### src/rtl/nvmain_pkg.sv
// Shared definitions for the NVMain command sequencer: opcode constants,
// opcode classification helpers and the sequencer FSM state encoding.
package nvmain_pkg;

    localparam logic [7:0] OP_C_NB = 8'h63;  // 'c'
    localparam logic [7:0] OP_C_B  = 8'h43;  // 'C'
    localparam logic [7:0] OP_L_NB = 8'h6C;  // 'l'
    localparam logic [7:0] OP_L_B  = 8'h4C;  // 'L'
    localparam logic [7:0] OP_R_NB = 8'h72;  // 'r'
    localparam logic [7:0] OP_R_B  = 8'h52;  // 'R'
    localparam logic [7:0] OP_W_NB = 8'h77;  // 'w'
    localparam logic [7:0] OP_W_B  = 8'h57;  // 'W'

    typedef enum logic [1:0] {
        S_IDLE,
        S_ISSUE,
        S_GAP,
        S_WAIT
    } state_t;

    function automatic logic is_legal_op(input logic [7:0] op);
        case (op)
            OP_C_NB, OP_C_B, OP_L_NB, OP_L_B,
            OP_R_NB, OP_R_B, OP_W_NB, OP_W_B: return 1'b1;
            default:                          return 1'b0;
        endcase
    endfunction

    // Uppercase opcodes wait for bridge_done before the queue advances.
    function automatic logic is_blocking_op(input logic [7:0] op);
        case (op)
            OP_C_B, OP_L_B, OP_R_B, OP_W_B: return 1'b1;
            default:                        return 1'b0;
        endcase
    endfunction

endpackage

### src/rtl/nvmain_cmd_fifo.sv
// Synchronous command FIFO. Pointers carry an extra wrap bit so full and
// empty are distinguished without a separate occupancy counter.
// Read data is combinational from the head entry, valid in the pop cycle.
module nvmain_cmd_fifo #(
    parameter int W     = 112,
    parameter int DEPTH = 8
) (
    input  logic         clk,
    input  logic         rst_n,
    input  logic         push,
    input  logic [W-1:0] push_data,
    input  logic         pop,
    output logic [W-1:0] pop_data,
    output logic         full,
    output logic         empty
);

    localparam int AW = $clog2(DEPTH);
    localparam int PW = AW + 1;

    logic [W-1:0]  mem [DEPTH];
    logic [PW-1:0] wr_ptr;
    logic [PW-1:0] rd_ptr;
    logic          do_push;
    logic          do_pop;

    assign full     = (wr_ptr[AW] != rd_ptr[AW]) && (wr_ptr[AW-1:0] == rd_ptr[AW-1:0]);
    assign empty    = (wr_ptr == rd_ptr);
    assign do_push  = push && !full;
    assign do_pop   = pop && !empty;
    assign pop_data = mem[rd_ptr[AW-1:0]];

    // Storage array; contents need no reset because empty gates every read.
    always_ff @(posedge clk) begin
        if (do_push) begin
            mem[wr_ptr[AW-1:0]] <= push_data;
        end
    end

    // Pointer update; push and pop may happen in the same cycle.
    always_ff @(posedge clk) begin
        if (!rst_n) begin
            wr_ptr <= '0;
            rd_ptr <= '0;
        end else begin
            if (do_push) wr_ptr <= wr_ptr + PW'(1);
            if (do_pop)  rd_ptr <= rd_ptr + PW'(1);
        end
    end

endmodule

### src/rtl/nvmain_cmd_sequencer.sv
// NVMain command sequencer: queues driver commands and issues them to the
// VPI bridge as one-cycle command_enable strobes, enforcing a minimum strobe
// spacing, blocking-op completion with timeout, and illegal-opcode screening.
// Optional statistics counters are enabled with `define NVMAIN_CMD_STATS_EN.
module nvmain_cmd_sequencer
    import nvmain_pkg::*;
#(
    parameter int ARG_W   = 32,
    parameter int DEPTH   = 8,
    parameter int MIN_GAP = 4,
    parameter int TIMEOUT = 1024
) (
    input  logic             clk,
    input  logic             rst_n,
    input  logic             cmd_valid,
    output logic             cmd_ready,
    input  logic [7:0]       cmd_op,
    input  logic [ARG_W-1:0] cmd_arg1,
    input  logic [ARG_W-1:0] cmd_arg2,
    input  logic [ARG_W-1:0] cmd_arg3,
    input  logic [7:0]       cmd_arg4,
    input  logic             bridge_busy,
    input  logic             bridge_done,
    output logic             command_enable,
    output logic [7:0]       arg0,
    output logic [ARG_W-1:0] arg1,
    output logic [ARG_W-1:0] arg2,
    output logic [ARG_W-1:0] arg3,
    output logic [7:0]       arg4,
    output logic             err_illegal,
    output logic             err_timeout,
    output logic             idle
`ifdef NVMAIN_CMD_STATS_EN
    ,
    output logic [31:0]      stat_issued,
    output logic [15:0]      stat_illegal,
    output logic [15:0]      stat_timeout
`endif
);

    localparam int ENTRY_W = 8 + 3 * ARG_W + 8;
    localparam int GAP_W   = (MIN_GAP > 2) ? $clog2(MIN_GAP) : 1;
    localparam int TO_W    = $clog2(TIMEOUT + 1);

    state_t             state;
    logic [GAP_W-1:0]   gap_cnt;
    logic [TO_W-1:0]    to_cnt;
    logic               blk_q;

    logic               push;
    logic               pop;
    logic               full;
    logic               empty;
    logic [ENTRY_W-1:0] pop_data;
    logic [7:0]         head_op;
    logic [ARG_W-1:0]   head_a1;
    logic [ARG_W-1:0]   head_a2;
    logic [ARG_W-1:0]   head_a3;
    logic [7:0]         head_a4;
    logic               head_legal;
    logic               issue_evt;
    logic               drop_evt;
    logic               to_evt;

    assign cmd_ready  = !full;
    assign push       = cmd_valid && cmd_ready;
    assign pop        = (state == S_IDLE) && !empty && !bridge_busy;
    assign idle       = empty && (state == S_IDLE);

    assign head_op    = pop_data[ENTRY_W-1 -: 8];
    assign head_a1    = pop_data[ENTRY_W-9 -: ARG_W];
    assign head_a2    = pop_data[8+2*ARG_W-1 -: ARG_W];
    assign head_a3    = pop_data[8+ARG_W-1 -: ARG_W];
    assign head_a4    = pop_data[7:0];
    assign head_legal = is_legal_op(head_op);

    assign issue_evt  = pop && head_legal;
    assign drop_evt   = pop && !head_legal;
    assign to_evt     = (state == S_WAIT) && !bridge_done && (to_cnt == TO_W'(TIMEOUT - 1));

    nvmain_cmd_fifo #(
        .W     (ENTRY_W),
        .DEPTH (DEPTH)
    ) u_fifo (
        .clk       (clk),
        .rst_n     (rst_n),
        .push      (push),
        .push_data ({cmd_op, cmd_arg1, cmd_arg2, cmd_arg3, cmd_arg4}),
        .pop       (pop),
        .pop_data  (pop_data),
        .full      (full),
        .empty     (empty)
    );

    // Issue FSM. The gap counter runs from the strobe cycle onward (through
    // S_WAIT as well), so a late bridge_done only costs one S_GAP cycle while
    // back-to-back non-blocking strobes land exactly MIN_GAP apart.
    always_ff @(posedge clk) begin
        if (!rst_n) begin
            state          <= S_IDLE;
            command_enable <= 1'b0;
            arg0           <= '0;
            arg1           <= '0;
            arg2           <= '0;
            arg3           <= '0;
            arg4           <= '0;
            err_illegal    <= 1'b0;
            err_timeout    <= 1'b0;
            gap_cnt        <= '0;
            to_cnt         <= '0;
            blk_q          <= 1'b0;
        end else begin
            command_enable <= 1'b0;
            if (gap_cnt != '0) gap_cnt <= gap_cnt - GAP_W'(1);
            case (state)
                S_IDLE: begin
                    if (issue_evt) begin
                        arg0           <= head_op;
                        arg1           <= head_a1;
                        arg2           <= head_a2;
                        arg3           <= head_a3;
                        arg4           <= head_a4;
                        blk_q          <= is_blocking_op(head_op);
                        gap_cnt        <= GAP_W'(MIN_GAP - 2);
                        to_cnt         <= '0;
                        command_enable <= 1'b1;
                        state          <= S_ISSUE;
                    end else if (drop_evt) begin
                        err_illegal <= 1'b1;
                    end
                end
                S_ISSUE: begin
                    to_cnt <= to_cnt + TO_W'(1);
                    if (blk_q && !bridge_done) state <= S_WAIT;
                    else if (gap_cnt == '0)     state <= S_IDLE;
                    else                        state <= S_GAP;
                end
                S_GAP: begin
                    if (gap_cnt == '0) state <= S_IDLE;
                end
                S_WAIT: begin
                    if (bridge_done) begin
                        state <= S_GAP;
                    end else if (to_evt) begin
                        err_timeout <= 1'b1;
                        state       <= S_GAP;
                    end else begin
                        to_cnt <= to_cnt + TO_W'(1);
                    end
                end
                default: state <= S_IDLE;
            endcase
        end
    end

`ifdef NVMAIN_CMD_STATS_EN
    // Saturating event counters for issued, dropped and timed-out commands.
    always_ff @(posedge clk) begin
        if (!rst_n) begin
            stat_issued  <= '0;
            stat_illegal <= '0;
            stat_timeout <= '0;
        end else begin
            if (issue_evt && (stat_issued  != '1)) stat_issued  <= stat_issued  + 32'd1;
            if (drop_evt  && (stat_illegal != '1)) stat_illegal <= stat_illegal + 16'd1;
            if (to_evt    && (stat_timeout != '1)) stat_timeout <= stat_timeout + 16'd1;
        end
    end
`endif

endmodule

### config.mk
export PLATFORM = sky130hd
export DESIGN_NAME = nvmain_cmd_sequencer
export DESIGN_NICKNAME = d
export VERILOG_FILES = /design/src/rtl/nvmain_pkg.sv /design/src/rtl/nvmain_cmd_fifo.sv /design/src/rtl/nvmain_cmd_sequencer.sv
export SDC_FILE = /design/constraint.sdc
export NUM_CORES = 1
export LEC_CHECK = 0
export BUFFER_PORTS_ARGS = -buffer_cell sky130_fd_sc_hd__buf_2
export CAP_MARGIN = 20
export CORE_ASPECT_RATIO = 0.7
export CORE_MARGIN = 2
export CORE_UTILIZATION = 35
export CTS_CLUSTER_SIZE = 40
export DETAILED_ROUTE_END_ITERATION = 12
export SYNTH_ARGS = -nofsm -noshare
export SYNTH_HDL_FRONTEND = slang
export SYNTH_SLANG_ARGS = --single-unit
### constraint.sdc
create_clock -name clk -period 9.7 [get_ports clk]
set_input_delay 0.97 -clock clk [delete_from_list [all_inputs] [get_ports clk]]
set_output_delay 0.97 -clock clk [all_outputs]
set_load 0.02 [all_outputs]
==> run summary <==
setup TNS -> 0 ps
CP max FO -> 65
RSZ-0062 raised after global routing -> false
grt met3 use -> 4.27%
Synth Area in Simple Gates -> 1.31%
Slew Viols, Final -> 0
Max VDD drop -> 0.147 mV
hold depth -> 1
Netlist cell types -> 59
Most used DFF post-synth -> edfxtp_1
FMAX -> 172 MHz
Max transition margin -> 27.8%
Cells after Synth -> 1,892
outcome -> finished clean
Clk pin slew, worst setup/hold paths -> 60 ps
clock share of power -> 40.7%
end of the worst register-to-register path -> arg3[27]$_SDFFE_PN0P_
sequential power share -> 49.2%
logic gate share of total power -> 10.1%
CP Launch Type -> flop
maxcap violations -> 0
TritonRoute pass-1 iters -> 5
grt ovf -> 0
Synth Warn # -> 0
R2R depth -> 8
top cells by area, synth -> edfxtp_1 (68%), mux4_2 (13%), dfxtp_1 (7.2%), mux2i_1 (2.7%), o211a_1 (2.7%)
Layout fillers -> 9,805
Int Power -> 7930 uW
worst skew pair latency -> 670 ps
hold_buf cts -> 0
routability cong. -> 0.759
Worst R2R Setup Slack -> 3880 ps
post-cts resize count -> 0
Core Region -> 112,000 sq um
synthesized flop and latch total -> 1,038
Async SR Flop Fraction -> 0%
clock root cell -> clkbuf_16
Critical Path End Type -> flop
Critical Path AT -> 6410 ps
post-synthesis sequential area ratio -> 75.4%
most frequent cell after synthesis -> edfxtp_1
M1 GR Usage -> 22.9%
I/O Buffers -> 233
DR iter-0 viols -> 1,670
ANT nets after route -> 0
die width -> 405 um
largest net degree at the start of global routing -> 110
GR Util met2 -> 25.7%
vias in the first global route -> 20,500
period utilization -> 60.0%
gr usage total -> 16.4%
CTS tree -> yes
Synth area leader -> edfxtp_1
compound-cell area share of the yosys netlist -> 5.71%
initial antenna violation count -> 26
nets@finish -> 2,254
cts bufs inserted -> 104
Synth Area in Adders -> 0.0951%
P_sw -> 2290 uW
Hold Fails Final Rpt -> 0
mapped cell area -> 39,500 sq um
Final Setup Violations -> 0
largest family of logic cells by synthesized area -> multiplexers
drt drc -> 0
Setup crit end -> arg3[27]$_SDFFE_PN0P_
worst clock skew -> 27.4 ps
commonest cells in the netlist -> edfxtp_1 (896), mux4_2 (220), dfxtp_1 (142), o211ai_1 (113)
CP Class -> flop to flop
initial core utilization -> 35.1%
minimum clock period -> 5820 ps
Synth Area in XOR/XNOR -> 0.266%
clk sinks -> 1,038
io pins -> 234
layout cells sized above 1 -> 30.6%
Post-CTS Repair Setup Buffers -> 0
H-Tree Depth -> 3
Placed Instances -> 3,550
Area growth syn-to-layout -> 16.3%
Hold Crit Class -> flop to flop
PD cells -> 223 nW/um^2
syn_nets -> 2,012
worst path required time -> 10,300 ps
Clock Tree Buf Depth -> 3
switching share of power -> 22.4%
EDFF count, synth -> 896
Synth top area share -> 68.2%
die area -> 115,000 sq um
WL per Instance -> 25.6 um
Leak Pwr -> 0.0157 uW
mux cell area share after synthesis -> 15.5%
vias -> 19,600
Vias/cell -> 5.24
global-route layer with the greatest usage -> met2
Rows -> 103
syn_area_per_cell -> 20.9 sq um
Slew @ Worst Pin -> 1080 ps
fin cells -> 3,751
DP Wirelength -> 51.2 mm
drt total wl -> 95.9 mm
die height -> 285 um
global-route wire length before repair -> 140 mm
-- state kept, by name, summed over array words and instances, names as in the netlist, named ones only --
register / cells
arg1: 32
gap_cnt: 2
arg2: 32
u_fifo.rd_ptr: 4
to_cnt: 11
err_timeout: 1
err_illegal: 1
arg4: 8
arg0: 8
command_enable: 1
state: 2
u_fifo.wr_ptr: 4
arg3: 32
blk_q: 1
u_fifo.mem: 896
-- area by class of cell --
class | count | area [sq um] | share of cell area, %
Timing Repair Buffer | 268 | 1490 | 3.25
Tap cell | 1522 | 1900 | 4.15
Antenna cell | 7 | 17.5 | 0.0382
Clock buffer | 146 | 3000 | 6.53
Multi-Input combinational cell | 716 | 9100 | 19.8
Inverter | 6 | 22.5 | 0.0491
Clock inverter | 48 | 602 | 1.31
Sequential cell | 1038 | 29800 | 64.8
-- cell families (layout without fill, tap and decap cells) --
kind of cell / Yosys count / count (layout)
muxes: 332 / 332
AOI/OAI and AO/OA: 267 / 267
other: 0 / 7
and+or+nand+nor: 102 / 102
adders and majority gates: 3 / 3
xor gates and xnor gates: 12 / 12
buffers and inverters: 138 / 468
DFF: 1038 / 1038
-- layout by cell type, fill, tap and decap left out, types with 5 or more instances in the layout --
| cell type | synthesis | routed |
|---|---|---|
| buf_2 | 61 | 232 |
| clkinv_1 | 1 | 6 |
| inv_1 | 5 | 5 |
| bufinv_16 | 0 | 13 |
| xor2_1 | 9 | 9 |
| diode_2 | 0 | 7 |
| nand2_1 | 26 | 26 |
| dfxtp_1 | 142 | 139 |
| clkinvlp_4 | 0 | 8 |
| clkbuf_8 | 0 | 13 |
| edfxtp_1 | 896 | 896 |
| nand2b_1 | 5 | 5 |
| nor3_1 | 10 | 8 |
| nand3_1 | 8 | 8 |
| a21oi_1 | 7 | 7 |
| o211ai_1 | 113 | 113 |
| clkbuf_16 | 0 | 109 |
| buf_4 | 2 | 31 |
| o21ai_0 | 9 | 9 |
| nor2_4 | 0 | 6 |
| mux2i_1 | 108 | 108 |
| clkbuf_1 | 56 | 24 |
| nor2_1 | 27 | 21 |
| o211a_1 | 108 | 108 |
| a31oi_1 | 7 | 7 |
| clkinv_2 | 0 | 19 |
| mux4_2 | 220 | 220 |
-- metrics by stage --
stage	setup WS, ps	util [%]	total power [uW]	hold slack, ps	cell area, sq um
3_3_place_gp	3910	37.6	6160	450	42200
3_5_place_dp	3830	37.7	6180	459	42300
4_1_cts	3830	40.9	10300	473	45900
2_1_floorplan	9.83	-	5890	432	39500
5_1_grt	3650	40.9	10600	487	45900
6_report	3880	40.9	10200	471	45900
-- worst max-delay path, cell delays in order, from the launching register on --
cell	delay [ps]
dfxtp_4	860
buf_4	870
mux4_2	630
mux2i_2	300
xor2_1	240
and3_4	870
o21a_4	680
buf_4	910
o211a_1	230
-- metal layers --
layer,up-vias,wire length (um)
li1,8444,-
met1,10500,42300
met2,547,44700
met3,145,6530
met4,24,2160
met5,-,143
-- worst min path at each step --
stage	from	endpoint	slack, ps
floorplan	to_cnt[7]$_SDFFE_PN0P_	to_cnt[7]$_SDFFE_PN0P_	430
global placement	to_cnt[7]$_SDFFE_PN0P_	to_cnt[7]$_SDFFE_PN0P_	450
detailed placement	to_cnt[7]$_SDFFE_PN0P_	to_cnt[7]$_SDFFE_PN0P_	460
CTS	to_cnt[7]$_SDFFE_PN0P_	to_cnt[7]$_SDFFE_PN0P_	470
global route	to_cnt[7]$_SDFFE_PN0P_	to_cnt[7]$_SDFFE_PN0P_	490
finish	arg0[6]$_SDFFE_PN0P_	arg0[6]$_SDFFE_PN0P_	470
-- power by group through the flow --
stage,Clock (uW),Sequential [uW],Combinational [uW]
2_1_floorplan,0,5110,780
3_3_place_gp,0,5120,1040
3_5_place_dp,0,5120,1060
4_1_cts,4250,5030,1060
5_1_grt,4420,5040,1120
6_report,4160,5030,1040
Note: power is estimated with default switching activity, not from simulation.
